<file path="config.mk">
export PLATFORM = sky130hd
export DESIGN_NAME = block_word_tokenizer
export DESIGN_NICKNAME = d
export VERILOG_FILES = /design/src/rtl/block_word_tokenizer.sv
export SDC_FILE = /design/constraint.sdc
export NUM_CORES = 1
export LEC_CHECK = 0
export CORE_MARGIN = 2
export CORE_UTILIZATION = 59
export CTS_BUF_LIST = sky130_fd_sc_hd__clkbuf_8
export CTS_CLUSTER_SIZE = 16
export DETAILED_ROUTE_END_ITERATION = 10
export GPL_TIMING_DRIVEN = 0
export MAX_ROUTING_LAYER = met4
export PLACE_DENSITY = 0.95
export REMOVE_ABC_BUFFERS = 1
export SLEW_MARGIN = 10
export SYNTH_ARGS = -nofsm -noshare
export SYNTH_HDL_FRONTEND = slang
export SYNTH_SLANG_ARGS = --single-unit
</file>
<file path="constraint.sdc">
create_clock -name clk -period 7.4 [get_ports clk]
set_input_delay 1.48 -clock clk [delete_from_list [all_inputs] [get_ports clk]]
set_output_delay 1.48 -clock clk [all_outputs]
set_load 0.05 [all_outputs]
</file>
<file path="src/rtl/block_word_tokenizer.sv">
// block_word_tokenizer
//   Front end of the begin/end block checker. It watches a serial ASCII
//   character stream, finds the whole words "begin" and "end", and queues
//   one token per word in a small FIFO. Any other word, and any non-letter
//   byte, produces no token.
//
//   Optional build macro: BLOCK_TOKENIZER_CASE_FOLD_EN
//     defined   : 'A'-'Z' are folded to lowercase before matching
//     undefined : uppercase letters still continue a word but never match
//
//   Ports
//     clk, reset_n          clock, asynchronous active-low reset
//     in_valid/in_char/in_last/in_ready   character input handshake
//                           (in_last implies a delimiter after in_char)
//     tok_valid/tok_kind/tok_ready        token FIFO head, kind 1=begin 0=end
//     fifo_level            current FIFO occupancy
//     word_cnt              tokens pushed since reset, saturating
//
//   state    | meaning
//   S_GAP    | between words
//   S_B..    | prefix of "begin" seen so far (S_B, S_BE, S_BEG, S_BEGI)
//   S_BEGIN  | "begin" complete, waiting for a delimiter
//   S_E, S_EN| prefix of "end" seen so far
//   S_END    | "end" complete, waiting for a delimiter
//   S_WORD   | inside a word that can no longer match
module block_word_tokenizer #(
  parameter int FIFO_DEPTH = 4,
  parameter int CNT_W      = 16
) (
  input  logic                          clk,
  input  logic                          reset_n,
  input  logic                          in_valid,
  input  logic [7:0]                    in_char,
  input  logic                          in_last,
  output logic                          in_ready,
  output logic                          tok_valid,
  output logic                          tok_kind,
  input  logic                          tok_ready,
  output logic [$clog2(FIFO_DEPTH):0]   fifo_level,
  output logic [CNT_W-1:0]              word_cnt
);

  localparam int AW = $clog2(FIFO_DEPTH);
  localparam int LW = AW + 1;

  typedef enum logic [3:0] {
    S_GAP, S_B, S_BE, S_BEG, S_BEGI, S_BEGIN, S_E, S_EN, S_END, S_WORD
  } state_t;

  state_t                state_q, state_d;
  logic [FIFO_DEPTH-1:0] mem_q, mem_d;
  logic [AW-1:0]         wr_ptr_q, wr_ptr_d;
  logic [AW-1:0]         rd_ptr_q, rd_ptr_d;
  logic [LW-1:0]         level_q, level_d;
  logic [CNT_W-1:0]      cnt_q, cnt_d;

  logic       is_upper, is_letter, accept, push, push_kind, pop;
  logic [7:0] ch_m;
  state_t     letter_nxt, eff_state;

  assign in_ready   = (level_q <= LW'(FIFO_DEPTH - 1));
  assign tok_valid  = (level_q != '0);
  // Gate with tok_valid so a popped entry left in storage never shows.
  assign tok_kind   = tok_valid & mem_q[rd_ptr_q];
  assign fifo_level = level_q;
  assign word_cnt   = cnt_q;

  always_comb begin
    is_upper  = (in_char >= 8'h41) && (in_char <= 8'h5A);
    is_letter = is_upper || ((in_char >= 8'h61) && (in_char <= 8'h7A));
    ch_m      = in_char;
`ifdef BLOCK_TOKENIZER_CASE_FOLD_EN
    if (is_upper) ch_m = in_char | 8'h20;
`endif
    accept = in_valid && in_ready;
    pop    = tok_valid && tok_ready;

    letter_nxt = S_WORD;
    case (state_q)
      S_GAP:   if (ch_m == "b") letter_nxt = S_B;
               else if (ch_m == "e") letter_nxt = S_E;
      S_B:     if (ch_m == "e") letter_nxt = S_BE;
      S_BE:    if (ch_m == "g") letter_nxt = S_BEG;
      S_BEG:   if (ch_m == "i") letter_nxt = S_BEGI;
      S_BEGI:  if (ch_m == "n") letter_nxt = S_BEGIN;
      S_E:     if (ch_m == "n") letter_nxt = S_EN;
      S_EN:    if (ch_m == "d") letter_nxt = S_END;
      default: letter_nxt = S_WORD;
    endcase

    // A letter carrying in_last is judged on its post-letter state, as if
    // the implicit delimiter arrived in the same cycle.
    eff_state = is_letter ? letter_nxt : state_q;

    state_d   = state_q;
    push      = 1'b0;
    push_kind = 1'b0;
    if (accept) begin
      if (is_letter && !in_last) begin
        state_d = letter_nxt;
      end else begin
        push      = (eff_state == S_BEGIN) || (eff_state == S_END);
        push_kind = (eff_state == S_BEGIN);
        state_d   = S_GAP;
      end
    end

    mem_d    = mem_q;
    wr_ptr_d = wr_ptr_q;
    rd_ptr_d = rd_ptr_q;
    if (push) begin
      mem_d[wr_ptr_q] = push_kind;
      wr_ptr_d        = wr_ptr_q + 1'b1;
    end
    if (pop) rd_ptr_d = rd_ptr_q + 1'b1;

    level_d = level_q;
    case ({push, pop})
      2'b10:   level_d = level_q + 1'b1;
      2'b01:   level_d = level_q - 1'b1;
      default: level_d = level_q;
    endcase

    cnt_d = cnt_q;
    if (push && (cnt_q != '1)) cnt_d = cnt_q + 1'b1;
  end

  always_ff @(posedge clk or negedge reset_n) begin
    if (!reset_n) begin
      state_q  <= S_GAP;
      mem_q    <= '0;
      wr_ptr_q <= '0;
      rd_ptr_q <= '0;
      level_q  <= '0;
      cnt_q    <= '0;
    end else begin
      state_q  <= state_d;
      mem_q    <= mem_d;
      wr_ptr_q <= wr_ptr_d;
      rd_ptr_q <= rd_ptr_d;
      level_q  <= level_d;
      cnt_q    <= cnt_d;
    end
  end

endmodule

</file>
Yosys cells after proc, flatten, opt, wreduce, memory -nomap -nowiden:

Cells that the tools add are included.

* bits in read-only memories: 0
* input port bits: 13
* bits in latches: 0
* word-level logic and storage cells: 71
* memory bits (writable): 0
* memories: 0
* flip-flop bits (word level): 31

* magnitude comparators: 8
* reduce and logical (&&, ||, !) cells: 13
* eq/ne operators: 17
* add/sub/neg operators: 5
* bitwise operators: 1
* div/mod/pow operators: 0
* multipliers: 0
* shift-type cells: 0
* mux-type cells: 21

Operators by type and width (count)
* $eq A8 B7 Y1 const B: 6
* $mux W4: 9
* $pmux W4 S7: 1
* $add A16 B1 Y16 const B: 1
* $eq A4 B3 Y1 const B: 4
* $ge A8 B7 Y1 const B: 2
* $le A8 B7 Y1 const B: 2
* $ne A16 B16 Y1 const B: 1
* $eq A4 B2 Y1 const B: 2
* $logic_and A1 B1 Y1: 7
* $mux W1: 7
* $lt A2 B3 Y1 const B: 2
* $pmux W3 S2: 1
* $add A2 B1 Y2 const B: 2
* $bwmux W4: 1
* $eq A4 B1 Y1 const B: 1
* $eq A4 B4 Y1 const B: 1
* $logic_not A4 Y1: 1
* $add A3 B1 Y3 const B: 1
* $le A3 B2 Y1 const B: 1
* $reduce_bool A3 Y1: 1
* $sub A3 B1 Y3 const B: 1
* $bmux W1 S2: 1
* $demux W1 S2: 1
* other kinds (7): 8

Depth between registers and ports, before layout:

* depth in word-level cells: 11
* mapped depth: 14

Least setup slack after synthesis:

No wires, ideal clock.

* kind: input to register
* from: input port in_char[1]
* to: register level_q[2] (netlist: fifo_level[2])
* data required time: 7259 ps
* setup slack: 3227 ps
* arrival time: 4032 ps
* stages: 14
* buffers on the path: 1
* cells stage by stage: buf_6 -> or4_4 -> o21ai_4 -> nor2_1 -> o32ai_4 -> mux2i_2 -> nor2_1 -> inv_1 -> ha_1 -> inv_1 -> fa_1 -> xor2_1 -> nor2_1 -> xnor2_1

* longest elaborated chain between the ends: 11

Ends and longest elaborated chain
* from (decl): RTL line 33 `input logic [7:0] in_char,`
* $eq A8 B7 Y1: RTL line 81, 82
* $mux W4: RTL line 81 `else if (ch_m == "e") letter_nxt = S_E;`
* $mux W4: RTL line 80 `S_GAP: if (ch_m == "b") letter_nxt = S_B;`
* $pmux W4 S7: RTL line 79 `case (state_q)`
* $mux W4: RTL line 93 `eff_state = is_letter ? letter_nxt : state_q;`
* $eq A4 B3 Y1 / $eq A4 B4 Y1 (equally long branches): RTL line 102 `push = (eff_state == S_BEGIN) || (eff_state == S_END);`
* $logic_or A1 B1 Y1: RTL line 102
* $mux W1 *: RTL line 99 `if (is_letter && !in_last) begin`
* $mux W1 *: RTL line 98 `if (accept) begin`
* $eq A2 B1 Y1 / $eq A2 B2 Y1 (equally long branches): RTL line 118 `case ({push, pop})`
* $pmux W3 S2 / $reduce_bool A2 Y1 (equally long branches)
* to (signal assigned): RTL line 141 `level_q <= level_d;`
* to (decl): RTL line 54 `logic [LW-1:0] level_q, level_d;`

Mark *: on every way between the ends. The rest lies on a longest branch, timed or not.
A chain may end at the register's enable or synchronous reset.

Worst setup path after layout:

* from: input port in_char[2]
* to: register level_q[2] (netlist: fifo_level[2])

Same word-level chain as after synthesis.

==> summary by stage <==
Timing
Setup violations remaining at the end of the flow were counted as 0. At the pin with the least slew margin, the transition time is 1.18 ns. The count of final hold-check violations came to 0. Subtracting the final worst setup slack from the clock period gives 5.42 ns. Setup repair after global routing left no endpoint under its margin. Of the available clock period, the critical path in the final layout requires 0.732. Derived from the worst setup path, the maximum achievable clock frequency is 185 MHz. The worst-case hold slack is 0.488 ns. The worst setup skew after layout is 0.00613 ns.

The final total negative setup slack is 0 ns. In this run the tightest slew margin relative to its limit is 0.201. The count of pins over their slew limit is 0.

Logic synthesis
After synthesis, the share of flip-flops with an asynchronous set or reset is 1.00. For this run, the number of Yosys warnings is 0. Sorting the synthesized cells by area gives the leading types as sky130_fd_sc_hd__dfrtp_1 38%, sky130_fd_sc_hd__xor2_1 6.4%, sky130_fd_sc_hd__nand2_1 4.2%. The cell area after synthesis is 0.00206 mm2. In this run, synthesis inferred 0 flip-flops with an integrated enable. The average size of a mapped cell is 10.5 um2. Of the post-synthesis cell area, the dominant cell type holds 0.376.

The cell count after synthesis is 197. Of the synthesized area, sequential elements account for 0.376. After synthesis, the netlist uses 58 different library cells.

The leading area contributor after synthesis is sky130_fd_sc_hd__dfrtp_1. The synthesis-stage register bit count is 31. The most used flip-flop cell after synthesis is sky130_fd_sc_hd__dfrtp_1.

Power and ir drop
Power comes to ~700 uW. For this design the ratio of total power to cell area is 278 mW/mm2. VDD sags by at most 0.239 mV. The share of total power in sequential cells is 0.332. The net switching power figure is between 200 and 300 uW. The total leakage power is between 1 and 1.5 nW. The internal portion of the total power is 416 uW. The combinational cell fraction of total power is 0.416.

The share of total power dissipated in the clock network is 0.252. The fraction of power spent switching nets is 0.409.

Die
The count of boundary I/O pins is 35. The row count is 21. The die is 63.2 um wide. The core footprint is approximately 0.0033 mm2. The die covers 0.00399 mm2. The initial utilization of the core area, before any placement, comes to 0.619. The die extent in y is 63.2 um.

Cells and area
The number of antenna cells inserted is 0. The synthesis-to-layout area growth is 22.5%. The library cells used most frequently in the layout, excluding fill and tap cells, are 33 x sky130_fd_sc_hd__clkdlybuf4s50_1, 31 x sky130_fd_sc_hd__dfrtp_1, 23 x sky130_fd_sc_hd__nand2_1. The library cell used most frequently in the layout, excluding fill and tap cells, is sky130_fd_sc_hd__clkdlybuf4s50_1. Once layout is complete, the utilization of the core stands at 0.758. The number of standard cells in the final layout excluding fillers is 278. After the last flow step, the layout net total stands at around 250. The share of cells above drive strength 1 is 0.155.

Global routing
The total global-route track usage is 0.263. The number of global-route vias before repair is about 1.7k. The total congestion overflow after global routing is 0. The initial antenna violation count is 0. Entering global routing, the biggest net connects 32 pins. The first global-routing pass estimated 7.95 mm of wire.

CTS
The number of sinks driven by the clock tree is 31. The number of gates resized after cts is 0. The count of hold-fix buffers inserted at cts is 0.

The post-CTS repair timing setup buffer count is 0. The CTS buffer count is 5. The clock reaches the later pin of the worst-skew pair after 0.29 ns. The largest buffer count on any clock path is 2.

TritonCTS built the clock tree. Clock tree synthesis selected as its root buffer the cell sky130_fd_sc_hd__clkbuf_8. The post-CTS clock slew at the launch and capture registers of the worst setup and hold paths is about 0.07 ns. The H-tree level count is 2.

Status
The run finished with clean final reports.

Drt
The remaining design rule violation count is 0. The first detailed-routing pass took 4 iterations. The routed wire length per instance is 16.8 um. Detailed routing inserted a total of 1688 vias. The detail route stage leaves a number of antenna-violating nets equal to 0. The iteration-0 DRC count of the detailed router is roughly 140. Wires add up to 4.66 mm.

After detailed routing, the number of vias per cell comes to 6.07.

Worst setup path
The type of element capturing the critical path is a flop. The worst path required time is 7.62 ns. The critical path in this run is classified as primary input to flop. For the worst setup path, the data arrival time is 5.63 ns. Of all nets on the critical path, the largest fanout is 16. The nature of the critical path startpoint is a primary input.

Job
The max-cap check violation count is 0.

Place
Routability-driven placement finished with a final weighted congestion of 0.893. Once detailed placement completed, the half-perimeter wirelength came to 3.14 mm. The number of placed instances, taps included, is 270. The count of input and output buffers is 34.

Min path
The path category of the worst min-delay check is flop to flop.
[through the flow]
stage,area (um2),setup slack (ns)
final,2530,1.98
after global routing,2530,1.61
after CTS,2530,1.98
after detailed placement,2410,1.74
after global placement,2410,1.82
after floorplan,2010,2.81
[power by group through the flow]
stage	Sequential, mW	Clock [mW]	Combinational (mW)
2_1_floorplan	0.284	0	0.153
3_3_place_gp	0.233	0	0.279
3_5_place_dp	0.236	0	0.289
4_1_cts	0.234	0.178	0.294
5_1_grt	0.238	0.183	0.319
6_report	0.234	0.177	0.293
[critical path, stage by stage]
cell,delay (ns)
sky130_fd_sc_hd__clkdlybuf4s50_1,0.71
sky130_fd_sc_hd__nor4bb_1,0.33
sky130_fd_sc_hd__o311ai_1,0.16
sky130_fd_sc_hd__and3_1,0.25
sky130_fd_sc_hd__o32ai_4,0.29
sky130_fd_sc_hd__mux2i_2,1.01
sky130_fd_sc_hd__nor2_1,0.25
sky130_fd_sc_hd__inv_1,0.15
sky130_fd_sc_hd__ha_1,0.19
sky130_fd_sc_hd__inv_1,0.06
sky130_fd_sc_hd__fa_1,0.37
sky130_fd_sc_hd__xor2_1,0.15
sky130_fd_sc_hd__nor2_1,0.11
sky130_fd_sc_hd__xnor2_1,0.13
[metal layers]
layer	track usage	routed length, um
met4	0.119	112
met1	0.307	1990
met3	0.0482	231
met2	0.441	2320
met5	-	0
[cells by family (layout without fill, tap and decap cells)]
kind of cell	count (synthesis)	in the layout	share of synthesized area
AOI/OAI and AO/OA	30	30	0.134
xor gates and xnor gates	20	20	0.0848
adders and majority gates	7	7	0.0461
buffers and inverters	17	52	0.0442
DFF	31	31	0.376
muxes	6	6	0.0388
and+or+nand+nor	86	86	0.276
[cells in the mapped netlist (2+ instances only)]
master	count
sky130_fd_sc_hd__nor2_1	9
sky130_fd_sc_hd__nor4_1	2
sky130_fd_sc_hd__inv_1	10
sky130_fd_sc_hd__ha_1	6
sky130_fd_sc_hd__dfrtp_1	31
sky130_fd_sc_hd__nand4_1	3
sky130_fd_sc_hd__and4bb_2	2
sky130_fd_sc_hd__nor3_2	6
sky130_fd_sc_hd__xor2_1	15
sky130_fd_sc_hd__a22o_1	4
sky130_fd_sc_hd__nor2b_1	4
sky130_fd_sc_hd__nand3_1	9
sky130_fd_sc_hd__mux2_2	3
sky130_fd_sc_hd__nor3b_2	3
sky130_fd_sc_hd__buf_6	3
sky130_fd_sc_hd__o21ai_0	5
sky130_fd_sc_hd__buf_2	3
sky130_fd_sc_hd__and2_1	3
sky130_fd_sc_hd__and3b_1	3
sky130_fd_sc_hd__a21oi_1	2
sky130_fd_sc_hd__a31oi_1	2
sky130_fd_sc_hd__nor4_4	2
sky130_fd_sc_hd__and3_1	6
sky130_fd_sc_hd__xnor2_1	5
sky130_fd_sc_hd__nand2_1	23
[flip-flops by register name (all words and copies together) (netlist names)]
name / cells
rd_ptr_q: 2
word_cnt: 16
state_q: 4
wr_ptr_q: 2
mem_q: 4
fifo_level: 3
[path summary, 6_finish.rpt]
| kind | end | depth (start not counted) | start | slack, ns |
|---|---|---|---|---|
| worst max-delay path | fifo_level[2]$_DFFE_PN0P_ | 14 | in_char[2] | 1.98 |
| worst min-delay path | rd_ptr_q[1]$_DFFE_PN0P_ | 1 | rd_ptr_q[1]$_DFFE_PN0P_ | 0.49 |
| worst max register to register | fifo_level[2]$_DFFE_PN0P_ | 13 | state_q[1]$_DFFE_PN0P_ | 3.28 |
| worst min register to register | rd_ptr_q[1]$_DFFE_PN0P_ | 1 | rd_ptr_q[1]$_DFFE_PN0P_ | 0.49 |
| max in group asynchronous | word_cnt[15]$_DFFE_PN0P_ | 1 | reset_n | 5.72 |
| min in group asynchronous | state_q[3]$_DFFE_PN0P_ | 1 | reset_n | 1.23 |
[area by class of cell]
class	count	area, um2
Clock buffer	6	82.6
Clock inverter	2	35.0
Fill cell	226	807
Inverter	10	37.5
Multi-Input combinational cell	149	1210
Sequential cell	31	776
Tap cell	46	57.6
Timing Repair Buffer	34	335
No activity file was read; power rests on OpenSTA's default activity.
